<file path="src/rtl/display_stream_monitor.sv">
// Panel-side checker: deserialises the shift/latch/OE interface and emits one
// {row, bits, on_cycles, shift_cnt} record per displayed pattern on a 1-deep valid/ready slot.
module display_stream_monitor #(
  parameter int segments   = 1,
  parameter int rows       = 8,
  parameter int columns    = 32,
  parameter int countwidth = 16
) (
  input  logic                            clk,
  input  logic                            rst,
  input  logic [3*segments-1:0]           rgb,
  input  logic                            oclk,
  input  logic                            lat,
  input  logic                            oe,
  input  logic [$clog2(rows)-1:0]         row,
  output logic                            m_valid,
  input  logic                            m_ready,
  output logic [$clog2(rows)-1:0]         m_row,
  output logic [3*segments*columns-1:0]   m_bits,
  output logic [countwidth-1:0]           m_on_cycles,
  output logic [$clog2(columns+2)-1:0]    m_shift_cnt,
  output logic                            err_overflow,
  output logic                            err_lat_oe,
  output logic                            err_shift,
  input  logic                            err_clear
);

  localparam int rw = $clog2(rows);
  localparam int cw = 3 * segments;
  localparam int bw = cw * columns;
  localparam int sw = $clog2(columns + 2);

  typedef enum logic {IDLE, ACTIVE} state_t;

  state_t                state_reg;
  logic                  oclk_q_reg;
  logic                  lat_q_reg;
  logic                  lat_armed_reg;
  logic [bw-1:0]         shreg_reg;
  logic [sw-1:0]         shift_cnt_reg;
  logic [bw-1:0]         latched_reg;
  logic [rw-1:0]         lrow_reg;
  logic [sw-1:0]         lshift_reg;
  logic [countwidth-1:0] on_cnt_reg;

  logic                  m_valid_reg;
  logic [rw-1:0]         m_row_reg;
  logic [bw-1:0]         m_bits_reg;
  logic [countwidth-1:0] m_on_cycles_reg;
  logic [sw-1:0]         m_shift_cnt_reg;
  logic                  err_overflow_reg;
  logic                  err_lat_oe_reg;
  logic                  err_shift_reg;

  logic                  oclk_rise;
  logic                  lat_rise;
  logic [bw-1:0]         shreg_next;
  logic [sw-1:0]         shift_cnt_next;
  logic [countwidth-1:0] on_cnt_next;
  logic                  slot_free;
  logic                  emit;

  // A lat rise also requires lat to have been seen low since reset, so
  // releasing reset with lat held high cannot fake a latch.
  always_comb begin
    oclk_rise      = oclk & ~oclk_q_reg;
    lat_rise       = lat & ~lat_q_reg & lat_armed_reg;
    shreg_next     = shreg_reg;
    shift_cnt_next = shift_cnt_reg;
    if (oclk_rise) begin
      shreg_next = {rgb, shreg_reg[bw-1 -: bw-cw]};
      if (shift_cnt_reg != sw'(columns + 1))
        shift_cnt_next = shift_cnt_reg + 1'b1;
    end
    on_cnt_next = on_cnt_reg;
    if (oe && (on_cnt_reg != {countwidth{1'b1}}))
      on_cnt_next = on_cnt_reg + 1'b1;
    slot_free = ~m_valid_reg | m_ready;
    emit      = lat_rise && (state_reg == ACTIVE);
  end

  always_ff @(posedge clk) begin
    if (rst) begin
      state_reg        <= IDLE;
      oclk_q_reg       <= 1'b0;
      lat_q_reg        <= 1'b0;
      lat_armed_reg    <= 1'b0;
      shreg_reg        <= '0;
      shift_cnt_reg    <= '0;
      latched_reg      <= '0;
      lrow_reg         <= '0;
      lshift_reg       <= '0;
      on_cnt_reg       <= '0;
      m_valid_reg      <= 1'b0;
      m_row_reg        <= '0;
      m_bits_reg       <= '0;
      m_on_cycles_reg  <= '0;
      m_shift_cnt_reg  <= '0;
      err_overflow_reg <= 1'b0;
      err_lat_oe_reg   <= 1'b0;
      err_shift_reg    <= 1'b0;
    end else begin
      oclk_q_reg    <= oclk;
      lat_q_reg     <= lat;
      lat_armed_reg <= lat_armed_reg | ~lat;
      shreg_reg     <= shreg_next;

      if (lat_rise) begin
        latched_reg   <= shreg_next;
        lrow_reg      <= row;
        lshift_reg    <= shift_cnt_next;
        shift_cnt_reg <= '0;
        on_cnt_reg    <= '0;
        state_reg     <= ACTIVE;
      end else begin
        shift_cnt_reg <= shift_cnt_next;
        if (state_reg == ACTIVE)
          on_cnt_reg <= on_cnt_next;
      end

      // The oe sample of the latch cycle belongs to the outgoing record.
      if (emit && slot_free) begin
        m_valid_reg     <= 1'b1;
        m_row_reg       <= lrow_reg;
        m_bits_reg      <= latched_reg;
        m_on_cycles_reg <= on_cnt_next;
        m_shift_cnt_reg <= lshift_reg;
      end else if (m_valid_reg && m_ready) begin
        m_valid_reg <= 1'b0;
      end

      if (err_clear) begin
        err_overflow_reg <= 1'b0;
        err_lat_oe_reg   <= 1'b0;
        err_shift_reg    <= 1'b0;
      end else begin
        if (emit && !slot_free)
          err_overflow_reg <= 1'b1;
        if (lat_rise && oe)
          err_lat_oe_reg <= 1'b1;
        if (lat_rise && (shift_cnt_next != sw'(columns)))
          err_shift_reg <= 1'b1;
      end
    end
  end

  assign m_valid      = m_valid_reg;
  assign m_row        = m_row_reg;
  assign m_bits       = m_bits_reg;
  assign m_on_cycles  = m_on_cycles_reg;
  assign m_shift_cnt  = m_shift_cnt_reg;
  assign err_overflow = err_overflow_reg;
  assign err_lat_oe   = err_lat_oe_reg;
  assign err_shift    = err_shift_reg;

endmodule

</file>
<file path="config.mk">
export PLATFORM = sky130hd
export DESIGN_NAME = display_stream_monitor
export DESIGN_NICKNAME = d
export VERILOG_FILES = /design/src/rtl/display_stream_monitor.sv
export SDC_FILE = /design/constraint.sdc
export NUM_CORES = 1
export LEC_CHECK = 0
export ABC_AREA = 1
export BUFFER_PORTS_ARGS = -buffer_cell sky130_fd_sc_hd__buf_2
export CAP_MARGIN = 10
export CORE_MARGIN = 4
export CORE_UTILIZATION = 41
export CTS_CLUSTER_SIZE = 8
export DETAILED_ROUTE_END_ITERATION = 8
export GPL_TIMING_DRIVEN = 0
export HOLD_SLACK_MARGIN = 0.03
export PLACE_DENSITY = 0.67
export SLEW_MARGIN = 20
export SYNTH_ARGS = -nofsm -noshare
export SYNTH_HDL_FRONTEND = slang
export SYNTH_SLANG_ARGS = --single-unit
export TNS_END_PERCENT = 10
</file>
<file path="constraint.sdc">
create_clock -name clk -period 2.3 [get_ports clk]
set_clock_uncertainty 0.15 [all_clocks]
set_input_delay 0 -clock clk [delete_from_list [all_inputs] [get_ports clk]]
set_output_delay 0 -clock clk [all_outputs]
set_load 0.01 [all_outputs]
</file>
After elaboration in Yosys (flattened, before gate mapping)

Index checks and enable logic that the tools add are counted.
W data, S select, Z words.

Bits in registers: 352
Output and inout port bits: 125

Bitwise gates (word level): 9
Multiplexer cells: 6
Reductions and logical operators: 11
Add/sub/neg operators: 2
Equality and inequality tests: 3

Operators by type and width:

| operator                | count |
|---|---|
| $mux W96                | 1 |
| $add A16 B1 Y16 const B | 1 |
| $mux W16                | 1 |
| $ne A16 B16 Y1 const B  | 1 |
| $mux W6                 | 2 |
| $ne A6 B6 Y1 const B    | 2 |
| $logic_and A1 B1 Y1     | 7 |
| $add A6 B1 Y6 const B   | 1 |
| $not A1 Y1              | 4 |
| $reduce_or A2 Y1        | 2 |
| $and A1 B1 Y1           | 3 |
| $mux W1                 | 2 |
| $or A1 B1 Y1            | 2 |
| $reduce_bool A2 Y1      | 1 |
| $logic_not A1 Y1        | 1 |

Logic depth before layout (Yosys ltp)

Depth in word-level cells: 6
Mapped depth: 12
Gate-level depth less buffers: 12

Worst setup path before layout

No wires, ideal clock.

Path kind: reg-to-reg
Start point: reg on_cnt_reg[0]
End point: reg on_cnt_reg[10]
Cell stages (with the launch flop): 12
Buffers on the path: 1
Library setup time: 0.109 ns
Path slack: 0.485 ns
Arrival time: 1.556 ns
Path through: dfxtp_1 -> ha_1 -> nand3_1 -> nor2_2 -> nand3_1 -> nand2_2 -> inv_1 -> buf_6 -> nand2_1 -> nand3_1 -> nand2_1 -> inv_1

Cells in the longest elaborated chain, start to end: 3
Elaborated cells between the ends (all ways): 4
Classes of those cells: 1 x add/sub; 1 x eq/ne; 1 x mux; 1 x reduce/logical

Ends and longest elaborated chain:

| item                                                    | line | text |
|---|---|---|
| start: declaration                                      | 44   | `logic [countwidth-1:0] on_cnt_reg;` |
| start signal: assignment                                | 118  | `on_cnt_reg <= on_cnt_next;` |
| branches (longest 2 deep; another with $add A16 B1 Y16) | n/a  |  |
| $mux W16 *                                              | 76   | `if (oe && (on_cnt_reg != {countwidth{1'b1}}))` |

Every way passes the cells marked *.
A chain may end at the register's enable or synchronous reset.

Final worst setup path

Start point: reg lat_q_reg
End point: reg m_on_cycles_reg[8], in the netlist m_on_cycles[8]

Cells in the longest elaborated chain, start to end: 5

Ends and longest elaborated chain:

| item                       | line | text |
|---|---|---|
| start: declaration         | 37   | `logic lat_q_reg;` |
| start signal: assignment   | 104  | `lat_q_reg <= lat;` |
| $not A1 Y1                 | 67   | `lat_rise = lat & ~lat_q_reg & lat_armed_reg;` |
| $and A1 B1 Y1 (2 in a row) | 67   |  |
| $logic_and A1 B1 Y1        | 79   | `emit = lat_rise && (state_reg == ACTIVE);` |
| $logic_and A1 B1 Y1        | 122  | `if (emit && slot_free) begin` |
| end signal: assignment     | 126  | `m_on_cycles_reg <= on_cnt_next;` |
| end: declaration           | 49   | `logic [countwidth-1:0] m_on_cycles_reg;` |

No other way between the ends.

==> results.md <==
- Worst Tran Pin Value: 0.819 ns
- CTS tree: done
- Cell area power density: 884 mW/mm^2
- Dpl cells: 2117
- CTS max path bufs: 3
- Layout cells sized above 1: 13.2%
- Peak VDD IR: 636 uV
- Pint: 10400 uW
- Nets: 1801
- Top cell type by total area after synthesis: dfxtp_1
- Area contributors post-synth: dfxtp_1 (55%), nor2_1 (15%), mux2i_1 (4.3%)
- Worst setup SP type: flip-flop
- Post-synth cell types: 28
- Crit path launch: lat_q_reg$_SDFF_PP0_
- FF-to-FF Start: lat_q_reg$_SDFF_PP0_
- # H-tree levels: 2
- Critical path required time: 2.59 ns
- Worst reg2reg path depth: 9
- Die area: 0.0341 sq mm
- Die height: 185 um
- Initial antenna violation count: 0
- Crit path DAT: 2.44 ns
- FILL cells: 2957
- Reg clk slew, reported paths: 0.05 ns
- Crit share post-route: 93.3%
- CTS root buffer: clkbuf_16
- Diodes inserted: 0
- Count of final hold-check violations: 0
- Avg WL per Cell: 14.4 um
- Die width: 185 um
- Slew HR: 45.4%
- RSZ-0062 raised after global routing: no
- Status: finished, final reports clean
- Share of total power in combinational logic: 6.6%
- Clk pwr share: 45.8%
- CP Class: flip-flop to flip-flop
- P_sw: 3190 uW
- Setup violations, final: 0
- First-pass GRT wire length: 51500 um
- GRT Total Usage: 18.3%
- Leakage: 0.00657 uW
- Synth Cell Area: 0.0128 sq mm
- Skew-Pair Late Insertion Delay: 0.56 ns
- Top-area cell type share of the netlist area: 55.0%
- DP HPWL: 22400 um
- Post-synthesis area per instance: 8.08 sq um
- Largest net degree at the start of global routing: 15
- Main synth FF type: dfxtp_1
- Cell Rows: 64
- Post-Layout Cell Count: 2182
- Mapped Nets: 1601
- Setup TNS: 0 ns
- Vias/cell: 4.91
- Cts bufs inserted: 49
- Reg power frac: 47.6%
- Synthesized flop and latch total: 352
- Initial Util: 41.7%
- Port Buf Inserts: 136
- Routed WL: 31500 um
- F_max: 0.466 GHz
- IO Pins: 138
- Sw frac: 23.4%
- 1st-iter DRT viols: 657
- GP Congestion: 0.850
- Register area share after synthesis: 55.0%
- GRT Residual Overflow: 0
- Asr flop ratio synth: 0%
- Worst Setup End Kind: flip-flop
- Worst hold stages: 3
- Min Tclk post-route: 2.15 ns
- Detailed Routing Iterations Pass 1: 5
- Critical Path Fanout Max: 10
- Hold WC Path Type: input pin to flip-flop
- Post-DRT Antenna Nets: 0
- Vias: 10700
- Mapped Cells: 1585
- Max-slew violations: 0
- Clk sinks: 352
- EDFF count, synth: 0
- Residual DRC: 0
- Synth warnings: 0
- Vias in the first global route: 10400
- Core Area: 0.0307 sq mm
- Area Overhead vs Synth: 20.3%
- HP Start: lat
- Max-Cap Viols: 0
==> synth_stat cells, types with 4 or more instances <==
library cell / n
nor2_1: 508
dfxtp_1: 352
inv_1: 109
nand2_1: 99
o21ai_0: 84
clkbuf_1: 64
a21oi_1: 62
a211oi_1: 55
mux2i_1: 55
nand3_1: 49
nor3_1: 45
o21ai_1: 31
buf_2: 21
xor2_1: 12
buf_4: 7
nand4_1: 6
buf_6: 5
inv_2: 4
==> logic make-up (layout without fill, tap and decap cells) <==
family	Yosys count	in the layout	synth area share [%]
simple gates	717	717	22.4
fa+ha+maj	3	3	0.293
compound gates	233	233	10.2
buf+inv	213	414	6.95
flops	352	352	55.0
mux	55	55	4.30
xor+xnor	12	12	0.821
==> critical path, stage by stage (launching register included) <==
cell	delay, ns
dfxtp_1	0.32
nor3_4	0.27
inv_2	0.09
nor2_2	0.15
nand2_2	0.24
inv_4	0.25
buf_2	0.28
nand3_1	0.16
nand2_1	0.09
inv_1	0.04
==> through the flow <==
step	total power (uW)	util, %	hold WS (ns)	setup WS (ns)	cell area (sq um)
after floorplan	7200	-	-0.0541	0.485	12800
after global placement	7450	45.6	0.0586	0.0856	14000
after detailed placement	7470	45.6	0.0627	0.0152	14000
after CTS	13700	50.2	0.0965	0.00951	15400
after global routing	14100	50.2	0.0955	0.00416	15400
final	13600	50.2	0.0912	0.153	15400
==> placed cells by master, fill, tap and decap left out, drive strengths merged, types with 3 or more instances in the layout <==
master,netlist,layout
a211oi,55,55
a21oi,62,62
buf,36,173
clkbuf,64,113
dfxtp,352,352
dlygate4sd3,0,12
ha,3,3
inv,113,114
mux2i,55,55
nand2,101,101
nand3,49,49
nand4,6,6
nor2,511,511
nor3,46,46
o21ai,115,115
xor2,12,12
==> routing by layer <==
| layer | vias to the layer above | track usage, % | wire length [um] |
|---|---|---|---|
| li1 | 5462 | - | - |
| met1 | 4929 | 24.1 | 14000 |
| met2 | 262 | 30.4 | 14600 |
| met3 | 62 | 3.57 | 2040 |
| met4 | 0 | 5.93 | 836 |
| met5 | - | 0 | 0 |
==> what timing repair did <==
action / in CTS / in global routing
hold buffers: 12 / 0
resized for setup: 0 / 5
setup endpoints to repair: 0 / 57
hold endpoints to repair: 91 / 0
setup buffers: 0 / 1
==> power groups by stage <==
stage	sequential [uW]	clock, uW	combinational, uW
final	6480	6240	897
after floorplan	6580	0	620
after detailed placement	6590	0	877
after global routing	6490	6620	1030
after CTS	6480	6340	901
after global placement	6590	0	858
==> worst paths after layout <==
kind                                 end  slack [ns]
min reg2reg      m_bits[44]$_SDFFE_PP0P_        0.32
max reg2reg  m_on_cycles[8]$_SDFFE_PP0P_        0.15
max          m_on_cycles[8]$_SDFFE_PP0P_        0.15
min             lat_armed_reg$_SDFF_PP0_        0.09
==> final cells by class <==
type                       count  area [sq um]  share of cell area (%)
clock inverter                 3          66.3                   0.430
inverter                     113           427                    2.77
clock buffer                  49          1230                    7.96
multi-input combinational   1020          4870                    31.6
timing repair buffer         149           808                    5.25
sequential                   352          7050                    45.7
tap                          396           495                    3.22
buffer                       100           467                    3.03
Note: power is estimated with default switching activity, not from simulation.
